`src/rtl/receptor_serial_paridade_pkg.sv`:
```
// Shared definitions for the serial frame receiver: FSM state codes and the
// default frame geometry used by the receiver and its benches.
package receptor_serial_paridade_pkg;

  localparam int LARGURA_PADRAO = 6;
  localparam int DIV_PADRAO     = 4;

  typedef enum logic [2:0] {
    OCIOSO = 3'd0,
    INICIO = 3'd1,
    DADOS  = 3'd2,
    PARADA = 3'd3,
    ESPERA = 3'd4
  } estado_t;

endpackage

```
`src/rtl/receptor_serial_paridade_sincronizador_2ff.sv`:
```
// Two-flop synchroniser for an idle-high asynchronous line; both stages reset
// to 1 so a reset never looks like a start bit.
module sincronizador_2ff (
  input  logic clk,
  input  logic rst,
  input  logic d,
  output logic q
);

  logic s1_d, s1_q;
  logic s2_d, s2_q;

  always_comb begin
    s1_d = d;
    s2_d = s1_q;
  end

  always_ff @(posedge clk) begin
    if (rst) begin
      s1_q <= 1'b1;
      s2_q <= 1'b1;
    end else begin
      s1_q <= s1_d;
      s2_q <= s2_d;
    end
  end

  assign q = s2_q;

endmodule

```
`src/rtl/receptor_serial_paridade.sv`:
```
// Serial frame receiver: start(0), LARGURA bits LSB-first, stop(1). Delivers the
// raw word (data + parity) with a one-cycle strobe; parity is checked downstream.
module receptor_serial_paridade
  import receptor_serial_paridade_pkg::*;
#(
  parameter int LARGURA = LARGURA_PADRAO,
  parameter int DIV     = DIV_PADRAO
) (
  input  logic               clk,
  input  logic               rst,
  input  logic               rx,
  output logic [LARGURA-1:0] palavra,
  output logic               palavra_valida,
  output logic               erro_quadro,
  output logic               ocupado
);

  localparam int CW = $clog2(DIV);
  localparam int NW = $clog2(LARGURA + 1);

  localparam logic [CW-1:0] CNT_MEIO  = CW'(DIV / 2 - 1);
  localparam logic [CW-1:0] CNT_FIM   = CW'(DIV - 1);
  localparam logic [NW-1:0] NBITS_ULT = NW'(LARGURA - 1);

  logic rx_s;

  estado_t            estado_d, estado_q;
  logic [CW-1:0]      cnt_d, cnt_q;
  logic [NW-1:0]      nbits_d, nbits_q;
  logic [LARGURA-1:0] shift_d, shift_q;
  logic [LARGURA-1:0] palavra_d, palavra_q;
  logic               valida_d, valida_q;
  logic               erro_d, erro_q;
  logic               ocupado_d, ocupado_q;

  sincronizador_2ff u_sincronizador (
    .clk (clk),
    .rst (rst),
    .d   (rx),
    .q   (rx_s)
  );

  always_comb begin
    estado_d  = estado_q;
    cnt_d     = cnt_q;
    nbits_d   = nbits_q;
    shift_d   = shift_q;
    palavra_d = palavra_q;
    valida_d  = 1'b0;
    erro_d    = 1'b0;

    case (estado_q)
      OCIOSO: begin
        if (!rx_s) begin
          estado_d = INICIO;
          cnt_d    = '0;
        end
      end

      // A start bit that is gone by its midpoint is treated as a glitch.
      INICIO: begin
        if (cnt_q == CNT_MEIO) begin
          cnt_d = '0;
          if (!rx_s) begin
            estado_d = DADOS;
            nbits_d  = '0;
          end else begin
            estado_d = OCIOSO;
          end
        end else begin
          cnt_d = cnt_q + CW'(1);
        end
      end

      DADOS: begin
        if (cnt_q == CNT_FIM) begin
          cnt_d   = '0;
          shift_d = {rx_s, shift_q[LARGURA-1:1]};
          nbits_d = nbits_q + NW'(1);
          if (nbits_q == NBITS_ULT) begin
            estado_d = PARADA;
          end
        end else begin
          cnt_d = cnt_q + CW'(1);
        end
      end

      // Leaving mid stop bit lets a back-to-back start edge be caught in OCIOSO.
      PARADA: begin
        if (cnt_q == CNT_FIM) begin
          cnt_d = '0;
          if (rx_s) begin
            palavra_d = shift_q;
            valida_d  = 1'b1;
            estado_d  = OCIOSO;
          end else begin
            erro_d   = 1'b1;
            estado_d = ESPERA;
          end
        end else begin
          cnt_d = cnt_q + CW'(1);
        end
      end

      ESPERA: begin
        if (rx_s) begin
          estado_d = OCIOSO;
        end
      end

      default: begin
        estado_d = OCIOSO;
      end
    endcase

    ocupado_d = (estado_d != OCIOSO);
  end

  always_ff @(posedge clk) begin
    if (rst) begin
      estado_q  <= OCIOSO;
      cnt_q     <= '0;
      nbits_q   <= '0;
      shift_q   <= '0;
      palavra_q <= '0;
      valida_q  <= 1'b0;
      erro_q    <= 1'b0;
      ocupado_q <= 1'b0;
    end else begin
      estado_q  <= estado_d;
      cnt_q     <= cnt_d;
      nbits_q   <= nbits_d;
      shift_q   <= shift_d;
      palavra_q <= palavra_d;
      valida_q  <= valida_d;
      erro_q    <= erro_d;
      ocupado_q <= ocupado_d;
    end
  end

  assign palavra        = palavra_q;
  assign palavra_valida = valida_q;
  assign erro_quadro    = erro_q;
  assign ocupado        = ocupado_q;

endmodule

```
`config.mk`:
```
export PLATFORM = sky130hd
export DESIGN_NAME = receptor_serial_paridade
export DESIGN_NICKNAME = d
export VERILOG_FILES = /design/src/rtl/receptor_serial_paridade_pkg.sv /design/src/rtl/receptor_serial_paridade_sincronizador_2ff.sv /design/src/rtl/receptor_serial_paridade.sv
export SDC_FILE = /design/constraint.sdc
export NUM_CORES = 1
export LEC_CHECK = 0
export ABC_CLOCK_PERIOD_IN_PS = 1300
export CORE_ASPECT_RATIO = 0.7
export CORE_MARGIN = 2
export CORE_UTILIZATION = 49
export DETAILED_ROUTE_END_ITERATION = 10
export PLACE_DENSITY = 0.78
export SLEW_MARGIN = 10
export SYNTH_ARGS = -nofsm -noshare
export SYNTH_HDL_FRONTEND = slang
export SYNTH_HIERARCHICAL = 1
export SYNTH_SLANG_ARGS = --single-unit
```
`constraint.sdc`:
```
create_clock -name clk -period 1.3 [get_ports clk]
set_input_delay 0.26 -clock clk [delete_from_list [all_inputs] [get_ports clk]]
set_output_delay 0.26 -clock clk [all_outputs]
set_load 0.02 [all_outputs]
```
Yosys cells after proc, flatten, opt, wreduce, memory -nomap -nowiden

Index checks and enable logic that the tools add are counted.

Register bits after elaboration: 25
Bits of input ports: 3
Output and inout bits: 9
Logic and storage cells: 54

Add/subtract/negate cells: 2
Eq/ne operators: 11
Multiplexer cells: 19
Bitwise logic cells: 2
Reduce and logical (&&, ||, !) cells: 10

Operators by type and width:

| operator            | number |
|---|---|
| $mux 3              | 10 |
| $pmux 3 s5          | 1 |
| $mux 2              | 4 |
| $ne 2x2->1 const B  | 4 |
| $eq 3x2->1 const B  | 2 |
| $eq 3x3->1 const B  | 2 |
| $pmux 2 s3          | 1 |
| $pmux 3 s2          | 1 |
| $reduce_bool 3->1   | 2 |
| $reduce_and 2->1    | 2 |
| $reduce_and 4->1    | 1 |
| $add 3x1->3 const B | 1 |
| $eq 3x1->1 const B  | 1 |
| $logic_not 3->1     | 1 |
| $reduce_and 3->1    | 1 |
| $reduce_or 3->1     | 1 |
| $add 2x1->2 const B | 1 |
| $eq 2x1->1 const B  | 1 |
| $eq 2x2->1 const B  | 1 |
| $mux 1              | 2 |
| $not 1->1           | 2 |
| $reduce_bool 2->1   | 1 |
| $reduce_or 2->1     | 1 |

Logic depth before layout (Yosys ltp)

Gate-level depths: netlist of run 1.

Word-level depth: 5
Gate-level depth with buffers: 5
Mapped depth without buffers: 5

Hierarchy

The synthesis of run 1 kept the hierarchy.

By module, submodules not included:

| module                   | instances | cells each | area each (sq um) | seq. area each (sq um) |
|---|---|---|---|---|
| receptor_serial_paridade | 1         | 118        | 1088.5            | 460.4 |
| sincronizador_2ff        | 1         | 4          | 52.6              | 40.0 |

Least setup slack after synthesis of run 1

Ideal clock, no wire load.

Path type: reg-to-reg
Start point: reg cnt_q[0]
End point: reg shift_q[5]
Library setup time: 0.128 ns
Arrival time: 1.205 ns
Required time: 1.172 ns
Slack: -0.032 ns
Stages on the path, launching flop included: 6
Path buffers: 1
Period minus slack after synthesis: 1.332 ns
Cells stage by stage: dfxtp_1 ha_1 and4bb_1 buf_6 mux2i_1 nor2_1

Cells in the longest elaborated chain, start to end: 2

Ends and longest elaborated chain:

| what                       | line                            | RTL |
|---|---|---|
| from (decl)                | receptor_serial_paridade.sv:28  | `logic [CW-1:0] cnt_d, cnt_q;` |
| from (signal assigned)     | receptor_serial_paridade.sv:131 | `cnt_q <= cnt_d;` |
| $eq 2x2->1                 | receptor_serial_paridade.sv:76  | `if (cnt_q == CNT_FIM) begin` |
| $reduce_and 2->1 (no line) | -                               |  |
| to (signal assigned)       | receptor_serial_paridade.sv:133 | `shift_q <= shift_d;` |
| to (decl)                  | receptor_serial_paridade.sv:30  | `logic [LARGURA-1:0] shift_d, shift_q;` |

Every way passes these cells.
A chain may end at the register's enable or synchronous reset.

Worst setup path in the final report of run 1

Start point: reg cnt_q[0]
End point: reg nbits_q[2]

Cells in the longest elaborated chain, start to end: 3
Elaborated cells between the ends (all ways): 5
Those cells by class: eq/ne: 4; reduce/logical: 1

Ends and longest elaborated chain:

| what                                     | line                                                           | RTL |
|---|---|---|
| $eq 2x2->1 or $eq 2x1->1 (tied branches) | receptor_serial_paridade.sv:76, receptor_serial_paridade.sv:62 |  |
| $ne 2x2->1 (no line)                     | -                                                              |  |
| $reduce_and 4->1 (no line) (*)           | -                                                              |  |
| to (signal assigned)                     | receptor_serial_paridade.sv:132                                | `nbits_q <= nbits_d;` |
| to (decl)                                | receptor_serial_paridade.sv:29                                 | `logic [NW-1:0] nbits_d, nbits_q;` |

Every way passes the cells marked *; elsewhere a longest branch is shown, timed or not.

==> results of run 1 <==
-- synth_stat cells (all sizes together) (3+ instances only) --
| cell type | n | share of area, % |
|---|---|---|
| dfxtp | 25 | 44 |
| nor2 | 9 | 3.0 |
| buf | 4 | 2.3 |
| clkbuf | 4 | 2.2 |
| mux2i | 10 | 8.8 |
| o21ai | 12 | 5.3 |
| a21oi | 11 | 4.8 |
| inv | 6 | 2.0 |
| ha | 5 | 5.5 |
| nor3 | 5 | 2.6 |
| nand3 | 8 | 3.9 |
| nand2 | 3 | 0.99 |
-- sequential cells by signal, summed over array words and instances, names as in the netlist --
register and count:
u_sincronizador/q 1, shift_q 6, palavra_valida 1, palavra 6, cnt_q 2, erro_quadro 1
u_sincronizador/s1_q 1, ocupado 1, nbits_q 3, estado_q 3
-- layout make-up --
cell class	instances	share of cell area (%)
clock buffers	3	1.57
clock inverters	1	0.348
inverters	7	2.09
multi-input cells	82	42.8
flip-flops and latches	25	35.2
well taps	32	2.78
repair buffers	24	15.2
-- cell families (layout without fill, tap and decap cells) --
group | Yosys count | count (layout) | share of synthesized area, %
buffers and inverters | 15 | 35 | 6.80
and+or+nand+nor | 38 | 38 | 20.3
AOI/OAI and AO/OA | 29 | 29 | 14.8
adders and majority gates | 5 | 5 | 5.48
DFF | 25 | 25 | 43.9
muxes | 10 | 10 | 8.77
-- final timing paths --
check / startpoint / end / cells past startpoint
setup reg to reg: cnt_q[0] / nbits_q[2] / 5
setup / recovery: cnt_q[0] / nbits_q[2] / 5
hold reg to reg: u_sincronizador/s1_q / u_sincronizador/q / 1
hold / removal: u_sincronizador/s1_q / u_sincronizador/q / 1
-- power groups by stage --
stage          clock, mW  combinational, mW  sequential (mW)
5_1_grt            0.382              0.113            0.791
6_report           0.336              0.102            0.789
3_3_place_gp           0             0.0836            0.803
4_1_cts            0.353             0.0962            0.788
3_5_place_dp           0             0.0872            0.803
2_1_floorplan          0             0.0532            0.802
-- stage by stage --
stage | setup WS [ns] | power [mW] | util (%) | hold WS [ns] | instances
after CTS | -0.00348 | 1.24 | 64.4 | 0.425 | 172
after global routing | -0.0423 | 1.29 | 66.2 | 0.452 | 174
after global placement | -0.0431 | 0.886 | 61.2 | 0.389 | 167
after detailed placement | -0.160 | 0.890 | 61.2 | 0.393 | 167
after floorplan | 0.00000788 | 0.856 | - | 0.357 | 122
final | 0.0148 | 1.23 | 66.2 | 0.421 | 174
-- cells in the final DEF, fill, tap and decap left out, types with 4 or more instances in the layout --
cell type,synthesis,routed
dlygate4sd2_1,0,7
a21oi_1,11,10
dfxtp_1,25,22
inv_1,6,6
nand3_1,7,7
mux2i_1,10,10
nor3_1,4,4
o21ai_1,0,4
o21ai_0,12,8
nor2_1,9,9
buf_4,0,10
-- worst register-to-register path, cell delays in order (launching register included) --
cell      delay (ns)
dfxtp_4         0.38
ha_4            0.17
and4bb_1        0.22
buf_12          0.15
a21oi_1         0.20
nor3_2          0.07
-- metal layers --
layer  vias up  part of all wire, %
met4         0                 0.42
met5         -                    0
met1       432                   48
met3         2                  7.1
li1        474                    -
met2        30                   44
-- repair_timing --
item,4_1_cts,5_1_grt
gates cloned,0,0
resized for setup,16,13
buffers inserted,1,2
endpoints found under the setup margin,19,19
pin swaps,3,2
==> metrics.txt, run 1 <==
status=completed; ys async rst share=0%; CP max-delay cell=dfxtp_4; CTS tree=yes; Final Cycle Share=98.9%; Clock Skews=between 0.001 and 0.0015 ns; Ports=12; first-pass GRT wire length=3.91 mm; Clk pwr share=27.4%; Avg Inst Size Synth=slightly above 9 um^2; clock edge transition at the registers on the reported setup and hold paths=about 0.13 ns; Netlist cell types=32; Post-DRT Antenna Nets=0; FF-to-FF setup slack=approximately 0.015 ns; met2 Track Usage GR=between 20 and 30%; crit-path leading delay family=flip-flops; Worst Hold Class=flop to flop; yosys warns=6; Tmin final=1.29 ns; Final Hold Viols=0; sequential area share after synthesis=between 40% and 50%; slew margin rel.=85.6%; vias=~940; crit path cell chain=ha_4 -> and4bb_1 -> buf_12 -> a21oi_1 -> nor3_2; Reg power frac=between 60% and 70%; Final Setup Violations=0; drt first-iter violations=50; Post-synth EDFFs=0; Clock Sinks=25; Logic pwr share=8.3%; Sw Pwr=0.288 mW; CORE AREA=about 2200 um^2; Total Routed Length=roughly 2.4 mm; FF+latch count, synth=25; standard-cell row count=14; hold buffers post-CTS=0; x dimension of the die=61.7 um; gp weighted congestion=0.892; Crit Path Class=flop to flop; Pre-Repair DR Iteration Count=5; total CTS buffers=3; n_diodes=0; startpoint type of the worst setup path=flop; P&R area growth vs syn=26.1%; Final Instance Area=approximately 1400 um^2; chip height=around 44 um; met1 Usage GRT=between 20% and 30%; largest net degree at the start of global routing=20; Clock Tree Buf Depth=2; routed vias/inst=between 5 and 6; Bufs and invs on worst path=1; met3 Use GR=about 7.0%; area of the multi-input gates=roughly 600 um^2; DRC errors left=0; measured slew at the worst slew-check pin=approximately 0.21 ns; CP arrival=about 1.5 ns; HPWL after DPL=between 1.5 and 2 mm; cells after synthesis=~120; clock root cell=clkbuf_4; Initial Util=a little over half; Max Cap Viol=0; Mapped Nets=130; H-tree levels=1; Storage cell area=between 500 and 600 um^2; predominant post-synthesis flop cell=dfxtp_1; GRT overflow=0; GR peak layer=met1; DR WL/cell=between 10 and 15 um; Nets=151; Worst EP required=approximately 1.5 ns; P_int=between 0.9 and 1 mW; synthesized area=roughly 1100 um^2; clk_lat worst skew=between 0.3 and 0.4 ns; Static Leak=roughly 0.53 nW; Total Die Area=2740 um^2; VDD IR-drop max=just under 800 uV; layout cells sized above 1=between 20% and 30%; Slew Limit Fails=0; Power Density=853 nW/um^2; number of antenna violations at the first check in global routing=0; crit-path max cell delay=0.38 ns; crit path max fanout=10; setup TNS=0 ns; IO Port Bufs=11; Switching Share=a little under a quarter; crit path capture type=flop; Placed Area=approximately 1300 um^2; RSZ-0062 raised after global routing=yes; total track usage=19.6%; # fillers=187; vias in the first global route=about 830; Highest Clock Rate=0.778 GHz
Note: power is estimated with default switching activity, not from simulation.
==> inputs of run 2 (changes only) <==
--- a/config.mk
+++ b/config.mk
@@ -11,6 +11,7 @@
 export CORE_UTILIZATION = 49
 export DETAILED_ROUTE_END_ITERATION = 10
 export PLACE_DENSITY = 0.78
+export SKIP_LAST_GASP = 1
 export SLEW_MARGIN = 10
 export SYNTH_ARGS = -nofsm -noshare
 export SYNTH_HDL_FRONTEND = slang
==> metrics.txt, run 2 (synthesis results as in run 1) <==
status=finished with violations; failing checks=negative setup slack; Initial Util=52.5% (unchanged); n_diodes=0 (unchanged); number of antenna violations at the first check in global routing=0 (unchanged); VDD IR-drop max=834 uV (+6.4%); most common cell after layout, fill and taps aside=dfxtp_1; RSZ-0062 raised after global routing=yes; Power Density=842 nW/um^2 (-1.3%); H-tree levels=1 (unchanged); Final Cycle Share=104% (+5.0 points); pre-CTS WS=-0.160 ns (unchanged); Worst Hold Class=flop to flop; CP max-delay cell=dfxtp_2; total power=1.22 mW (-0.23%); gp weighted congestion=0.892 (unchanged); CORE AREA=2170 um^2 (unchanged); first-pass GRT wire length=3.88 mm (-0.89%); Tmin final=1.35 ns (+0.0644 ns); CTS tree=yes; Max Cap Viol=0 (unchanged); Hold WS=0.421 ns (+0.000135 ns); startpoint type of the worst setup path=flop; DR WL/cell=13.9 um (+1.7%); crit path max fanout=5 (-5); HPWL after DPL=1.69 mm (unchanged); P&R area growth vs syn=27.4%; GRT overflow=0 (unchanged); Total Die Area=2740 um^2 (unchanged); FF-to-FF setup slack=-0.05 ns (-0.06 ns); most frequent cells in the layout=dfxtp_1, buf_4, mux2i_1, a21oi_1; clock edge transition at the registers on the reported setup and hold paths=0.13 ns (about the same); Total Routed Length=2.44 mm (+2.3%); reg2reg start=cnt_q[0]; routed vias/inst=5.43 (+0.70%); Worst Hold End=u_sincronizador/q; Clock Skews=0.00202 ns (+0.000819 ns); Final Instance Area=1450 um^2 (+1.0%); standard-cell row count=14 (unchanged); vias=950 (+1.3%); total track usage=19.4% (-0.18 points); dpl cells=167 (unchanged); Final Hold Viols=0 (unchanged); crit path capture type=flop; Clock Sinks=25 (unchanged); setup TNS=-0.0839 ns (-0.0839 ns); CP arrival=1.57 ns (+0.07 ns); Post-DRT Antenna Nets=0 (unchanged); final cell count without fillers=175 (+0.57%); setup ws final=-0.0495 ns (-0.0644 ns); total CTS buffers=3 (unchanged); hold path depth=1 (unchanged); reg2reg path depth=5 (unchanged); Highest Clock Rate=0.741 GHz (-4.8%); Final Setup Violations=5 (+5); Static Leak=0.534 nW (+1.2%); clk_lat worst skew=0.31 ns (about the same); Pre-Repair DR Iteration Count=4 (-1); Nets=152 (+0.66%); x dimension of the die=61.7 um (unchanged); final core occ=66.9% (+0.69 points); RR Endpoint=shift_q[0]; largest net degree at the start of global routing=20 (unchanged); clock root cell=clkbuf_4; drt first-iter violations=46 (-8.0%); Clock Tree Buf Depth=2 (unchanged); vias in the first global route=822 (-0.36%); DRC errors left=0 (unchanged); hold buffers post-CTS=0 (unchanged); Hold Startpoint=u_sincronizador/s1_q; crit-path leading delay family=flip-flops; IO Port Bufs=11 (unchanged); Slew Limit Fails=0 (unchanged); Bufs and invs on worst path=1 (unchanged); crit path cell chain=ha_4 -> and4bb_2 -> clkbuf_16 -> mux2i_1 -> nor2_1; layout cells sized above 1=23.1% (+0.54 points); Ports=12 (unchanged); slew margin rel.=83.4% (-2.2 points); measured slew at the worst slew-check pin=0.249 ns (+0.0351 ns); crit-path max cell delay=0.39 ns (about the same); Placed Area=1330 um^2 (unchanged); chip height=44.4 um (unchanged); Crit Path Class=flop to flop; Worst EP required=1.52 ns (about the same)
[run 2: where the power goes]
part / total, mW / switching (mW) / internal (mW)
Combinational: 0.0989 / 0.0539 / 0.0450
Clock: 0.336 / 0.221 / 0.115
Sequential: 0.789 / 0.0115 / 0.778
Total: 1.22 / 0.286 / 0.938
[run 2: cell type report]
type | instances | area (um^2)
clock buffer | 3 | 22.5
clock inverter | 1 | 5.00
fill | 185 | 718
inverter | 7 | 30.0
multi-input combinational | 82 | 611
sequential | 25 | 507
tap | 32 | 40.0
timing repair buffer | 25 | 239
[run 2: layer usage]
layer | vias up | routed length [um] | GRT usage (%)
met2 | 34 | 1080 | 27.8
met3 | 2 | 185 | 7.02
met5 | - | 0 | 0
li1 | 475 | - | -
met4 | 0 | 10 | 2.13
met1 | 439 | 1170 | 29.0
[run 2: how the worst max path moves through the flow]
stage / from / slack (ns) / cells after the start / to
6_report: cnt_q[0] / -0.05 / 5 / shift_q[0]
3_3_place_gp: cnt_q[0] / -0.04 / 5 / nbits_q[1]
4_1_cts: cnt_q[0] / -0.01 / 5 / nbits_q[2]
5_1_grt: cnt_q[0] / -0.07 / 5 / shift_q[0]
3_5_place_dp: cnt_q[0] / -0.16 / 5 / nbits_q[1]
2_1_floorplan: cnt_q[0] / 0.000008 / 5 / shift_q[5]
[run 2: repair_timing]
item,in CTS,in global routing
endpoints found under the hold margin,0,0
setup endpoints to repair,19,19
gates cloned,0,1
resized for setup,15,11
pin swaps,3,5
buffers inserted,1,2
==> inputs of run 3 (changes only) <==
--- a/config.mk
+++ b/config.mk
@@ -10,7 +10,7 @@
 export CORE_MARGIN = 2
 export CORE_UTILIZATION = 49
 export DETAILED_ROUTE_END_ITERATION = 10
-export PLACE_DENSITY = 0.78
+export PLACE_DENSITY_LB_ADDON = 0.3
 export SKIP_LAST_GASP = 1
 export SLEW_MARGIN = 10
 export SYNTH_ARGS = -nofsm -noshare
==> metrics.txt, run 3 (synthesis results as in run 1) <==
startpoint type of the worst setup path=flop; total power=1.24 mW (+1.2%); drt first-iter violations=63 (+37%); Bufs and invs on worst path=1 (unchanged); DRC errors left=0 (unchanged); P&R area growth vs syn=31.6%; failing checks=negative setup slack; Hold WS=0.433 ns (+0.0122 ns); standard-cell row count=14 (unchanged); Slew Limit Fails=0 (unchanged); most common cell after layout, fill and taps aside=dfxtp_1; final cell count without fillers=174 (-0.57%); measured slew at the worst slew-check pin=0.282 ns (+0.0334 ns); x dimension of the die=61.7 um (unchanged); H-tree levels=1 (unchanged); routed vias/inst=5.58 (+2.8%); vias=971 (+2.2%); Final Cycle Share=103% (-0.77 points); crit-path max cell delay=0.38 ns (about the same); Clock Sinks=25 (unchanged); crit path capture type=flop; crit path max fanout=4 (-1); Highest Clock Rate=0.747 GHz (+0.75%); CORE AREA=2170 um^2 (unchanged); setup ws final=-0.0395 ns (+0.0101 ns); CP arrival=1.55 ns (-0.02 ns); slew margin rel.=81.1% (-2.3 points); Worst Hold Class=flop to flop; VDD IR-drop max=495 uV (-41%); total track usage=20.4% (+0.97 points); clk_lat worst skew=0.32 ns (about the same); final core occ=69.1% (+2.2 points); setup TNS=-0.0676 ns (+0.0163 ns); RSZ-0062 raised after global routing=yes; Tmin final=1.34 ns (-0.0101 ns); crit-path leading delay family=flip-flops; vias in the first global route=864 (+5.1%); gp weighted congestion=0.793 (-11%); Total Routed Length=2.68 mm (+9.8%); chip height=44.4 um (unchanged); Logic pwr share=8.5% (+0.4 points); Switching Share=23.8% (+0.37 points); IO Port Bufs=11 (unchanged); status=finished with violations; Final Hold Viols=0 (unchanged); Initial Util=52.5% (unchanged); Nets=151 (-0.66%); total CTS buffers=3 (unchanged); Clock Tree Buf Depth=2 (unchanged); Clk pwr share=27.9% (+0.5 points); first-pass GRT wire length=4.07 mm (+5.0%); GRT overflow=0 (unchanged); CTS tree=yes; DR WL/cell=15.4 um (+10%); crit path cell chain=ha_4 -> and4bb_2 -> buf_6 -> a21oi_1 -> nor3_2; Ports=12 (unchanged); Reg power frac=63.7% (-0.8 points); Power Density=825 nW/um^2 (-2.0%); n_diodes=0 (unchanged); Clock Skews=0.00457 ns (+0.00256 ns); HPWL after DPL=1.66 mm (-2.0%); CP max-delay cell=dfxtp_4; Sw Pwr=0.294 mW (+2.8%); largest net degree at the start of global routing=20 (unchanged); Post-DRT Antenna Nets=0 (unchanged); number of antenna violations at the first check in global routing=0 (unchanged); Total Die Area=2740 um^2 (unchanged); clock root cell=clkbuf_4; Static Leak=0.532 nW (-0.52%); clock edge transition at the registers on the reported setup and hold paths=0.13 ns (about the same); Crit Path Class=flop to flop; dpl cells=168 (+0.60%); layout cells sized above 1=28.2% (+5.1 points); Max Cap Viol=0 (unchanged); Worst EP required=1.51 ns (about the same); Final Setup Violations=2 (-3); P_int=0.944 mW (+0.68%); Pre-Repair DR Iteration Count=4 (unchanged); most frequent cells in the layout=dfxtp_1, mux2i_1, nor2_1
-- run 3: cell types whose count changed in the layout (fill, tap and decap cells not counted), sizes merged --
cell	change
dlygate4sd2	-1
clkinvlp	-1
clkdlybuf4s15	+1
-- run 3: metrics by stage --
| stage | setup slack [ns] | area (um^2) |
|---|---|---|
| after global routing | -0.0771 | 1500 |
| after global placement | -0.0883 | 1360 |
| after floorplan | 0.00000788 | 1140 |
| after CTS | 0.00287 | 1430 |
| final | -0.0395 | 1500 |
| after detailed placement | -0.0727 | 1360 |
-- run 3: cell type report --
| class | count | area, um^2 |
|---|---|---|
| fill | 173 | 671 |
| multi-input combinational | 82 | 656 |
| sequential | 25 | 509 |
| timing repair buffer | 24 | 244 |
| tap | 32 | 40.0 |
| clock buffer | 4 | 26.3 |
| inverter | 7 | 26.3 |
-- run 3: worst paths after layout --
check,startpoint,endpoint,slack (ns),cells after the start
min reg2reg,u_sincronizador/s1_q,u_sincronizador/q,0.43,1
max reg2reg,cnt_q[0],nbits_q[2],-0.04,5
min,u_sincronizador/s1_q,u_sincronizador/q,0.43,1
max,cnt_q[0],nbits_q[2],-0.04,5
-- run 3: power groups by stage --
stage                     Clock, mW  Combinational [mW]  Sequential [mW]
final                         0.345               0.105            0.788
after floorplan                   0              0.0532            0.802
after global routing          0.379               0.115            0.790
after global placement            0              0.0877            0.802
after detailed placement          0              0.0907            0.802
after CTS                     0.352              0.0946            0.789
-- run 3: metal layers --
metal	GRT usage (%)	part of all wire (%)	up-vias
met1	29.5	45	463
met4	4.26	0.64	0
met2	29.9	49	30
met5	0	0	-
li1	-	-	474
met3	6.43	5.0	4
-- run 3: repair_timing --
item,4_1_cts,5_1_grt
endpoints found under the hold margin,0,0
resized for setup,22,22
endpoints found under the setup margin,25,21
hold buffers,0,0
pin swaps,2,6
setup buffers,1,1
